**config.mk**
```make
export PLATFORM = sky130hd
export DESIGN_NAME = interp_divider
export DESIGN_NICKNAME = d
export VERILOG_FILES = /design/src/rtl/spr_pkg.sv /design/src/rtl/div_stage.sv /design/src/rtl/interp_divider.sv
export SDC_FILE = /design/constraint.sdc
export NUM_CORES = 1
export LEC_CHECK = 0
export CORE_ASPECT_RATIO = 0.6
export CORE_MARGIN = 10
export CORE_UTILIZATION = 35
export DETAILED_ROUTE_END_ITERATION = 6
export MAX_ROUTING_LAYER = met4
export PLACE_DENSITY = 0.49
export SKIP_LAST_GASP = 1
export SLEW_MARGIN = 10
export SYNTH_ARGS = -nofsm -noshare
export SYNTH_HDL_FRONTEND = slang
export SYNTH_SLANG_ARGS = --single-unit
```
**constraint.sdc**
```tcl
create_clock -name clk -period 3.04 [get_ports clk]
set_input_delay 0.608 -clock clk [delete_from_list [all_inputs] [get_ports clk]]
set_output_delay 0.608 -clock clk [all_outputs]
set_load 0.01 [all_outputs]
```
**src/rtl/spr_pkg.sv**
```systemverilog
// Shared widths, latency and helpers for the interpolation divider pipeline.
package spr_pkg;

    localparam int unsigned DB_W    = 17;
    localparam int unsigned BOUND_W = 12;
    localparam int unsigned INT_W   = 4;
    localparam int unsigned DIV_W   = 7;
    localparam int unsigned SUM_W   = 18;
    localparam int unsigned LAT     = 19;

    localparam logic [BOUND_W-1:0] SAT_MAX = BOUND_W'(4095);

    typedef struct packed {
        logic [BOUND_W-1:0] lobound;
        logic               valid;
        logic               hs;
        logic               vs;
    } side_t;

    // Interval 0 stands for 16, so the divisor is never zero.
    function automatic logic [DIV_W-1:0] make_divisor(input logic [INT_W-1:0] interval);
        return (interval == '0) ? DIV_W'(64) : DIV_W'({interval, 2'b00});
    endfunction

endpackage

```
**src/rtl/div_stage.sv**
```systemverilog
// One registered restoring-division step resolving quotient bit BIT.
module div_stage
    import spr_pkg::*;
#(
    parameter int unsigned BIT = 0
) (
    input  logic             clk,
    input  logic             rst_n,
    input  logic [DIV_W-1:0] rem_in,
    input  logic [DB_W-1:0]  dividend_in,
    input  logic [DIV_W-1:0] divisor_in,
    input  logic [DB_W-1:0]  quot_in,
    input  side_t            side_in,
    output logic [DIV_W-1:0] rem_out,
    output logic [DB_W-1:0]  dividend_out,
    output logic [DIV_W-1:0] divisor_out,
    output logic [DB_W-1:0]  quot_out,
    output side_t            side_out
);

    logic [DIV_W:0]   trial;
    logic [DIV_W:0]   diff;
    logic             fits;
    logic [DIV_W-1:0] rem_next;
    logic [DB_W-1:0]  quot_next;

    // Remainder stays below the divisor (<= 64), so trial fits in DIV_W+1 bits.
    always_comb begin
        trial     = {rem_in, dividend_in[BIT]};
        diff      = trial - {1'b0, divisor_in};
        fits      = (trial >= {1'b0, divisor_in});
        rem_next  = fits ? diff[DIV_W-1:0] : trial[DIV_W-1:0];
        quot_next = quot_in;
        quot_next[BIT] = fits;
    end

    always_ff @(posedge clk or negedge rst_n) begin
        if (!rst_n) begin
            rem_out      <= '0;
            dividend_out <= '0;
            divisor_out  <= '0;
            quot_out     <= '0;
            side_out     <= '0;
        end else begin
            rem_out      <= rem_next;
            dividend_out <= dividend_in;
            divisor_out  <= divisor_in;
            quot_out     <= quot_next;
            side_out     <= side_in;
        end
    end

endmodule

```
**src/rtl/interp_divider.sv**
```systemverilog
// Pipelined lobound + delta/(4*interval) interpolator with saturation and sync passthrough.
module interp_divider
    import spr_pkg::*;
#(
    parameter int unsigned LAT = spr_pkg::LAT
) (
    input  logic               clk,
    input  logic               rst_n,
    input  logic               i_hs,
    input  logic               i_vs,
    input  logic [INT_W-1:0]   interval_in,
    input  logic [DB_W-1:0]    delta_bound_in,
    input  logic [BOUND_W-1:0] lobound_in,
    output logic [BOUND_W-1:0] pixel_out,
    output logic               o_hs,
    output logic               o_vs
);

    localparam int unsigned STAGES = LAT - 2;

    logic [INT_W-1:0]   interval_d1;
    logic [BOUND_W-1:0] lobound_d1;
    logic [BOUND_W-1:0] lobound_d2;

    logic [DIV_W-1:0] rem_ch  [STAGES+1];
    logic [DB_W-1:0]  db_ch   [STAGES+1];
    logic [DIV_W-1:0] div_ch  [STAGES+1];
    logic [DB_W-1:0]  quot_ch [STAGES+1];
    side_t            side_ch [STAGES+1];

    logic [SUM_W-1:0] sum;
    logic             unused_tail;

    // Skew registers line interval and lobound up with their delta sample.
    always_ff @(posedge clk or negedge rst_n) begin
        if (!rst_n) begin
            interval_d1 <= '0;
            lobound_d1  <= '0;
            lobound_d2  <= '0;
            db_ch[0]    <= '0;
            div_ch[0]   <= '0;
            side_ch[0]  <= '0;
        end else begin
            interval_d1 <= interval_in;
            lobound_d1  <= lobound_in;
            lobound_d2  <= lobound_d1;
            db_ch[0]    <= delta_bound_in;
            div_ch[0]   <= make_divisor(interval_d1);
            side_ch[0]  <= '{lobound: lobound_d2, valid: i_hs & i_vs, hs: i_hs, vs: i_vs};
        end
    end

    assign rem_ch[0]  = '0;
    assign quot_ch[0] = '0;

    for (genvar i = 0; i < STAGES; i++) begin : g_div
        div_stage #(
            .BIT(DB_W - 1 - i)
        ) u_stage (
            .clk          (clk),
            .rst_n        (rst_n),
            .rem_in       (rem_ch[i]),
            .dividend_in  (db_ch[i]),
            .divisor_in   (div_ch[i]),
            .quot_in      (quot_ch[i]),
            .side_in      (side_ch[i]),
            .rem_out      (rem_ch[i+1]),
            .dividend_out (db_ch[i+1]),
            .divisor_out  (div_ch[i+1]),
            .quot_out     (quot_ch[i+1]),
            .side_out     (side_ch[i+1])
        );
    end

    assign sum         = SUM_W'(side_ch[STAGES].lobound) + SUM_W'(quot_ch[STAGES]);
    assign unused_tail = ^{rem_ch[STAGES], db_ch[STAGES], div_ch[STAGES]};

    always_ff @(posedge clk or negedge rst_n) begin
        if (!rst_n) begin
            pixel_out <= '0;
            o_hs      <= 1'b0;
            o_vs      <= 1'b0;
        end else begin
            if (!side_ch[STAGES].valid)
                pixel_out <= '0;
            else if (sum > SUM_W'(SAT_MAX))
                pixel_out <= SAT_MAX;
            else
                pixel_out <= sum[BOUND_W-1:0];
            o_hs <= side_ch[STAGES].hs;
            o_vs <= side_ch[STAGES].vs;
        end
    end

endmodule

```
* Yosys cells after proc, flatten, opt, wreduce, memory -nomap -nowiden
Cells that the tools add are included.
** Word-level totals
- Output and inout port bits :: 14
- Logic and storage cells :: 201
- Input bits :: 37
- Flip-flop bits (word level) :: 849
** Operators by class
- Bitwise gates (word level) :: 1
- Mux-type cells :: 19
- Add/sub/neg operators :: 17
- $lt $le $gt $ge :: 18
- Reductions and logical operators :: 1
** Operator list (count)
- greater-or-equal comparator 8 x 7 -> 1 bit :: 16
- two-way mux 7 bit :: 17
- subtractor 7 bit :: 15
- two-way mux 12 bit :: 2
- adder 12 x 17 -> 18 bit :: 1
- > comparator 18 x 12 -> 1 bit, second input constant :: 1
- greater-or-equal comparator 1 x 7 -> 1 bit :: 1
- subtractor 1 x 7 -> 7 bit :: 1
- zero test 4 bit :: 1
- AND 1 bit :: 1

* Logic depth before layout (Yosys ltp)
- Depth after elaboration :: 4
- Mapped depth :: 10
- Gate-level depth less buffers :: 9

* Modules after synthesis
From an unflattened synthesis, not the netlist that was laid out.
** Unflattened totals
- Cells, all modules :: 2254
- Area total of the unflattened synthesis :: 37375.8 um^2
** By module, submodules not included
- div_stage at g_div[14].u_stage ... :: cells each 121, sequential area each 1576.5 um^2, area each 2040.7 um^2, instances 10
- div_stage at g_div[0].u_stage ... :: cells each 121, sequential area each 1576.5 um^2, area each 2020.7 um^2, instances 7
- interp_divider :: cells each 197, sequential area each 1976.9 um^2, area each 2824.0 um^2, instances 1

* Worst setup path before layout
No wires, ideal clock.
- Path kind :: register to register
- Start :: register g_div[16].u_stage.side_out[3] (netlist bit)
- End :: register pixel_out[11]
- Clock period less this slack :: 2466 ps
- Data required time :: 2899 ps
- Arrival :: 2324 ps
- Buffers on the path :: 1
- Stages on the path, launching flop included :: 11
- Slack :: 574 ps
- Library setup time :: 141 ps
- Path through :: dfrtp_1 -> ha_1 -> inv_1 -> fa_1 -> and2b_1 -> o2111ai_2 -> a21oi_1 -> or4_4 -> a221oi_2 -> buf_6 -> a31oi_1
** On the way
- Cells in the longest elaborated chain, start to end :: 4
** Ends and longest elaborated chain
- from (decl) :: RTL line div_stage.sv:18 : output side_t side_out
- from (signal assigned) :: RTL line div_stage.sv:49 : side_out <= side_in;
- adder 12 x 17 -> 18 bit (*) :: RTL line interp_divider.sv:75 : assign sum = SUM_W'(side_ch[STAGES].lobound) + SUM_W'(quot_ch[STAGES]);
- > comparator 18 x 12 -> 1 bit :: RTL line interp_divider.sv:86 : else if (sum > SUM_W'(SAT_MAX))
- two-way mux 12 bit (*) :: RTL line interp_divider.sv:86
- two-way mux 12 bit (*) :: RTL line interp_divider.sv:84 : if (!side_ch[STAGES].valid)
- to (signal assigned) :: RTL line interp_divider.sv:89 : pixel_out <= sum[BOUND_W-1:0];
- to (decl) :: RTL line interp_divider.sv:14 : output logic [BOUND_W-1:0] pixel_out,
Every way passes the cells marked *; elsewhere a longest branch is shown, timed or not.

* Worst setup path after layout
- Start :: register g_div[16].u_stage.side_out[3] (netlist bit)
- End :: register pixel_out[9]
The elaborated chain is that of the path after synthesis.

==> results by group <==
Worst setup path
  • Element type at the critical path end: register
  • Crit path required time: 3.47 ns
  • Largest delay contributor family on the critical path: compound AO/OA/AOI/OAI gates
  • Worst setup path category: register to register
  • WP data arrival: 3.26 ns
  • Number of buffer and inverter stages on the critical path: 2
  • Maximum cell stage delay along the critical path: 0.51 ns
  • Cell Chain, Critical Path: ha_1 -> inv_1 -> fa_1 -> and2b_1 -> o2111ai_2 -> a21oi_1 -> or4_4 -> a221oi_4 -> buf_4 -> a31oi_1
  • Worst-path maximum fanout: 9
  • Worst reg-to-reg setup slack: 0.21 ns
  • Cell with the largest stage delay on the worst path: sky130_fd_sc_hd__or4_4
  • Critical path startpoint category: register

CTS
  • Clk Tree Root Cell: sky130_fd_sc_hd__clkbuf_16
  • TritonCTS clock tree: built
  • H-tree depth reported by CTS: 3
  • Reg clk slew, reported paths: 0.06 ns
  • CTS Sinks: 814
  • Clock tree buffer depth: 3
  • Setup repair bufs after CTS: 0
  • CTS buffer count: 76
  • Insertion delay of the later-clocked pin in the worst-skew pair: 0.61 ns

Global routing
  • Wire length of the first global-routing pass: 63.0 mm
  • Pin count of the biggest net entering global routing: 92
  • Grt ovf: 0
  • Antenna violations before repair: 0
  • Global Route Usage Sum: 9.50%
  • Vias in the first global route: 12294

Finish
  • Number of nets in the layout: 1796
  • Most frequent cells in the layout: sky130_fd_sc_hd__dfrtp_1 (814), sky130_fd_sc_hd__inv_1 (132), sky130_fd_sc_hd__ha_1 (93), sky130_fd_sc_hd__o21ai_0 (78), sky130_fd_sc_hd__nand2_1 (78)
  • Leading cell type in the layout, fill and taps excluded: sky130_fd_sc_hd__dfrtp_1
  • Total inserted antenna cells: 0
  • Ratio of cells with drive above 1 in the final layout: 8.78%
  • Post-route cell area: 29400 sq um
  • Area grow syn2layout: 17.7%

Synth
  • Mean Syn Cell Area: 16.6 sq um
  • Synthesized netlist cell count: 1509
  • Synth Cell Area: 25000 sq um
  • Largest family of logic cells by synthesized area: adder cells
  • Number of nets produced by synthesis: 1655
  • Seq cells post-synth: 814
  • Proportion of register bits with asynchronous set or reset after synthesis: 100%
  • Sequential-to-total area share from yosys stat: 81.4%
  • Mux share of post-synthesis cell area: 0.375%
  • Fraction of the mapped netlist area in compound gates: 4.62%
  • Yosys warning count: 0
  • Most instantiated flip-flop cell in the synthesis netlist: sky130_fd_sc_hd__dfrtp_1
  • Post-synth EDFFs: 0
  • Post-synthesis share of cell area spent on and, or, nand and nor gates: 4.10%
  • Area share of fa/ha/maj cells after synthesis: 5.93%
  • Area share of xor/xnor cells in the synthesized design: 1.40%
  • Number of different library cells in the post-synthesis netlist: 49

STA
  • Unrepaired setup endpoints after global routing: no
  • Setup TNS Final: 0 ns
  • Post-layout min period: 2.83 ns
  • Slew margin rel.: 44.5%
  • Crit share post-route: 93.0%
  • Final count of hold timing violations: 0
  • Setup Skew: 0.0178 ns
  • Slew of the pin with the lowest slew margin: 0.825 ns
  • Max Clock Freq: 354 MHz
  • Total count of max-transition violations in the final report: 0
  • Setup violators final: 0

Route
  • Iteration-0 DRC count of the detailed router: 789
  • WL per Instance: 13.5 um
  • Vias per inst: 4.27
  • Via total after detailed routing: 11242
  • Number of iterations in the first detailed-routing pass: 7
  • Remaining number of nets flagged by the antenna check after routing: 0
  • Routed wire length: 35.5 mm
  • DRC violations left: 0

Placement
  • Area after detailed placement: 26900 sq um
  • Final weighted congestion in routability-driven placement: 0.818
  • Quantity of I/O buffers inserted on ports: 50
  • Half-perimeter wire length of the detailed placement result: 22.2 mm

Die
  • DIE HEIGHT: 227 um
  • Top Ports: 51
  • Die footprint: 82900 sq um
  • Area of the core region: 70300 sq um
  • Die X: 365 um
  • Initial cell density of the core: 35.6%
  • Standard-cell rows: 75

Min path
  • Hold crit path type: register to register

Outcome
  • Result of the run: complete, no violations

Power and ir drop
  • Peak supply drop: 0.000443 V
  • Power Dens Cells: 887 nW/um^2
  • Leakage dissipation: 13.5 nW

Job
  • Number of max-cap violations: 0
[state kept, by name (all words and copies together), names as in the netlist]
register and cells:
g_div.u_stage.rem_out 111, g_div.u_stage.quot_out 153, div_ch 5, o_hs 1
o_vs 1, g_div.u_stage.dividend_out 136, side_ch 15, interval_d1 4
db_ch 17, lobound_d1 12, lobound_d2 12, pixel_out 12
g_div.u_stage.divisor_out 80, g_div.u_stage.side_out 255
[worst paths after layout]
check | endpoint | cells past startpoint | startpoint
worst max register to register | pixel_out[9] | 10 | g_div[16].u_stage.side_out[3]
worst max-delay path | pixel_out[9] | 10 | g_div[16].u_stage.side_out[3]
worst min-delay path | g_div[4].u_stage.side_out[10] | 0 | g_div[3].u_stage.side_out[10]
worst min register to register | g_div[4].u_stage.side_out[10] | 0 | g_div[3].u_stage.side_out[10]
max in group asynchronous | g_div[4].u_stage.dividend_out[7] | 3 | rst_n
min in group asynchronous | g_div[8].u_stage.side_out[6] | 2 | rst_n
[area by class of cell]
type | count | area [sq um]
tap | 924 | 1160
timing repair buffer | 71 | 803
clock buffer | 109 | 2210
clock inverter | 27 | 299
sequential | 814 | 20400
fill | 6231 | 40800
multi-input combinational | 555 | 4120
inverter | 132 | 495
[cell usage after synthesis (9+ instances only)]
| cell type | instances | area (sq um) |
|---|---|---|
| sky130_fd_sc_hd__nor3_1 | 11 | 55.1 |
| sky130_fd_sc_hd__xor2_1 | 33 | 289 |
| sky130_fd_sc_hd__nand2b_1 | 16 | 100 |
| sky130_fd_sc_hd__nand4_1 | 9 | 56.3 |
| sky130_fd_sc_hd__fa_1 | 16 | 320 |
| sky130_fd_sc_hd__a21oi_1 | 43 | 215 |
| sky130_fd_sc_hd__nor2_1 | 32 | 120 |
| sky130_fd_sc_hd__nor2b_1 | 21 | 131 |
| sky130_fd_sc_hd__nand2_1 | 78 | 293 |
| sky130_fd_sc_hd__a211oi_1 | 10 | 75.1 |
| sky130_fd_sc_hd__nand3_1 | 12 | 60.1 |
| sky130_fd_sc_hd__o21ai_0 | 78 | 390 |
| sky130_fd_sc_hd__a21o_1 | 22 | 165 |
| sky130_fd_sc_hd__inv_1 | 132 | 495 |
| sky130_fd_sc_hd__ha_1 | 93 | 1160 |
| sky130_fd_sc_hd__a31oi_1 | 12 | 75.1 |
| sky130_fd_sc_hd__dfrtp_1 | 814 | 20400 |
[power by group]
part           internal [W]  total (W)  switching (W)  leakage, nW
Sequential           0.0123     0.0129       0.000585         9.50
Combinational       0.00159    0.00381        0.00222         2.73
Clock               0.00550    0.00941        0.00391         1.24
Total                0.0194     0.0261        0.00672         13.5
[worst register-to-register path, stage by stage (launching register included)]
cell	delay, ns
sky130_fd_sc_hd__dfrtp_1	0.37
sky130_fd_sc_hd__ha_1	0.22
sky130_fd_sc_hd__inv_1	0.07
sky130_fd_sc_hd__fa_1	0.20
sky130_fd_sc_hd__and2b_1	0.21
sky130_fd_sc_hd__o2111ai_2	0.25
sky130_fd_sc_hd__a21oi_1	0.14
sky130_fd_sc_hd__or4_4	0.51
sky130_fd_sc_hd__a221oi_4	0.38
sky130_fd_sc_hd__buf_4	0.22
sky130_fd_sc_hd__a31oi_1	0.09
[per-stage QoR]
| step | utilization, % | std cells | hold slack [ns] | power, W | worst slack (ns) |
|---|---|---|---|---|---|
| global placement | 38.3 | 2495 | 0.331 | 0.0168 | 0.244 |
| floorplan | - | 1509 | 0.312 | 0.0156 | 0.574 |
| CTS | 41.9 | 2632 | 0.336 | 0.0266 | 0.167 |
| detailed placement | 38.3 | 2495 | 0.335 | 0.0169 | 0.177 |
| finish | 41.9 | 2632 | 0.335 | 0.0261 | 0.214 |
| global route | 41.9 | 2632 | 0.339 | 0.0278 | 0.0581 |
[layer usage]
layer / global-route usage, % / vias up / part of all wire (%) / wire length [um]
met2: 13.1 / 166 / 43 / 15100
met3: 2.72 / 82 / 4.4 / 1560
met1: 13.3 / 5772 / 50 / 17800
met5: - / - / 0 / 0
li1: - / 5222 / - / -
met4: 3.39 / 0 / 2.6 / 930
[logic make-up (layout without fill, tap and decap cells)]
| family | after synthesis | count (layout) |
|---|---|---|
| AO/OA/AOI/OAI | 191 | 191 |
| multiplexers | 9 | 9 |
| flip-flops | 814 | 814 |
| AND/OR/NAND/NOR | 206 | 206 |
| XOR/XNOR | 40 | 40 |
| adder cells (fa/ha/maj) | 109 | 109 |
| buffers and inverters | 140 | 339 |
[repair_timing]
action | 4_1_cts | 5_1_grt
resized for setup | 0 | 1
endpoints found under the setup margin | 0 | 2
hold endpoints to repair | 46 | 0
hold buffers | 1 | 0
Note: power is estimated with default switching activity, not from simulation.
==> variant, RTL diff (same settings) <==
Put one more register stage on the output `pixel_out`, cleared by the reset. The value now appears one clock later. The other outputs are not delayed to match.
--- a/src/rtl/interp_divider.sv
+++ b/src/rtl/interp_divider.sv
@@ -17,6 +17,8 @@
 );
 
     localparam int unsigned STAGES = LAT - 2;
+
+    logic [BOUND_W-1:0] pixel_s0;
 
     logic [INT_W-1:0]   interval_d1;
     logic [BOUND_W-1:0] lobound_d1;
@@ -77,20 +79,28 @@
 
     always_ff @(posedge clk or negedge rst_n) begin
         if (!rst_n) begin
-            pixel_out <= '0;
+            pixel_s0 <= '0;
             o_hs      <= 1'b0;
             o_vs      <= 1'b0;
         end else begin
             if (!side_ch[STAGES].valid)
-                pixel_out <= '0;
+                pixel_s0 <= '0;
             else if (sum > SUM_W'(SAT_MAX))
-                pixel_out <= SAT_MAX;
+                pixel_s0 <= SAT_MAX;
             else
-                pixel_out <= sum[BOUND_W-1:0];
+                pixel_s0 <= sum[BOUND_W-1:0];
             o_hs <= side_ch[STAGES].hs;
             o_vs <= side_ch[STAGES].vs;
         end
     end
 
+    always_ff @(posedge clk or negedge rst_n) begin
+        if (!rst_n) begin
+            pixel_out <= '0;
+        end else begin
+            pixel_out <= pixel_s0;
+        end
+    end
+
 endmodule
 
Formal check against the unedited RTL: no difference found for any inputs over 10 cycles, from zero or initial values and one cycle with rst_n low; that may be too few to reach the edited logic, so the function may still have changed.
==> variant against the unedited design <==
Sequential cell count is 12 higher; power is 1.9% higher; cell area is 1.5% higher; via count is 0.83% higher; wire length hardly changed; worst setup slack better by 0.084 ns; synthesized area is 1.2% higher; fmax is 3.0% higher; first-iteration DRC count is 15% lower; worst hold slack better by 0.0029 ns; critical path type unchanged; largest power group unchanged.
==> variant: results <==
[placement]
post_dp_cell_area_um2 = 27280
dp_hpwl_mm = 22.21
place_congestion = 0.8481

[min_path]
hold_path.class = "reg2reg"

[worst_setup_path]
critPathSlowestCell = "or4_4"
cpPeakStageDelay_ns = 0.50
critPathMaxFanout = 12
arrival_ns = 3.17

[synth]
syn_nets = 1667
ys_top_cells_by_area = "dfrtp_1, ha_1, inv_1"
synthFlopType = "dfrtp_1"
yosysWarnings = 0
async_flop_share = 1.000
ys_seq_area_frac = 0.8166
synth.distinct_cells = 49
synth_common_cells = "dfrtp_1, inv_1, ha_1, nand2_1, o21ai_0"

[detailed_routing]
drt-total-wl_mm = 35.48
drt_pass1_iterations = 5
drtIter0Drc = 673
viasPerCell = 4.201

[timing]
worst_pin_slew_ns = 0.9106
finClkSkew_ns = 0.01181

[final_layout]
top_regs = "g_div.u_stage.side_out (255), g_div.u_stage.quot_out (153), g_div.u_stage.dividend_out (136)"
nFillCells = 6481
finalNetCount = 1808
antennaDiodeCount = 0
final_layout_size_suffix_gt1_frac = 0.09228

[run_status]
status = "finished, final reports clean"

[power]
p_sw_frac = 0.2569
p_leak_nw = 13.67
irDropWorstVdd_mv = 0.3961

[clock_tree]
clk_pin_slew_ns = 0.06
numCtsBuffers = 77
post-cts-setup-buffers = 0
insertion_delay_ns = 0.61
clockBufferDepth = 3
htree_levels = 3

[global_route]
grt_use_total = 0.09261
grt_start_max_net_pins = 99
grt_pass1_vias = 12280
antenna_found_initial = 1
grt_pass1_wl_mm = 62.89
-- variant: final timing paths --
check	slack (ns)	startpoint	end	depth (start not counted)
worst max-delay path	0.30	g_div[16].u_stage.side_out[3]$_DFF_PN0_	pixel_s0[8]$_DFF_PN0_	10
worst min-delay path	0.34	g_div[4].u_stage.side_out[8]$_DFF_PN0_	g_div[5].u_stage.side_out[8]$_DFF_PN0_	0
worst max register to register	0.30	g_div[16].u_stage.side_out[3]$_DFF_PN0_	pixel_s0[8]$_DFF_PN0_	10
worst min register to register	0.34	g_div[4].u_stage.side_out[8]$_DFF_PN0_	g_div[5].u_stage.side_out[8]$_DFF_PN0_	0
max in group asynchronous	1.57	rst_n	g_div[6].u_stage.divisor_out[6]$_DFF_PN0_	3
min in group asynchronous	0.55	rst_n	g_div[16].u_stage.side_out[5]$_DFF_PN0_	2
-- variant: routing by layer --
layer,routed length (um),global-route usage
met5,0,-
met1,17600,0.1295
met2,15110,0.1262
met4,1156,0.03709
met3,1613,0.02569
-- variant: final cells by class --
| cell class | instances | area, um2 | share of cell area |
|---|---|---|---|
| Sequential cell | 826 | 20670 | 0.6913 |
| Multi-Input combinational cell | 555 | 4108 | 0.1374 |
| Clock buffer | 105 | 2235 | 0.07474 |
| Tap cell | 975 | 1220 | 0.04080 |
| Timing Repair Buffer | 70 | 795.8 | 0.02662 |
| Inverter | 132 | 495.5 | 0.01657 |
| Clock inverter | 35 | 375.4 | 0.01255 |
-- variant: through the flow --
step / util / std cells / hold WS, ns / total power [mW] / worst slack, ns
5_1_grt: 0.4170 / 2698 / 0.3411 / 28.28 / 0.06495
3_3_place_gp: 0.3805 / 2557 / 0.3313 / 16.96 / 0.3874
3_5_place_dp: 0.3805 / 2557 / 0.3347 / 17.11 / 0.3216
4_1_cts: 0.4170 / 2698 / 0.3390 / 27.10 / 0.3144
2_1_floorplan: - / 1521 / 0.3124 / 15.83 / 0.5744
6_report: 0.4170 / 2698 / 0.3383 / 26.61 / 0.2972
-- variant: power by group through the flow --
stage	clock network, mW	registers, mW	logic [mW]
floorplan	0	13.1	2.75
global placement	0	13.3	3.70
detailed placement	0	13.3	3.79
CTS	10.2	13.1	3.82
global route	10.6	13.3	4.38
finish	9.73	13.1	3.79
-- variant: cell families after synthesis --
family | Yosys count | synth area share
AO/OA/AOI/OAI | 191 | 0.04563
multiplexers | 9 | 0.003708
adder cells (fa/ha/maj) | 109 | 0.05863
AND/OR/NAND/NOR | 206 | 0.04049
XOR/XNOR | 40 | 0.01384
buffers and inverters | 140 | 0.02106
flip-flops | 826 | 0.8166
-- variant: repair_timing --
item / 4_1_cts / 5_1_grt
hold buffers: 1 / 0
endpoints found under the hold margin: 40 / 0
resized for setup: 0 / 0
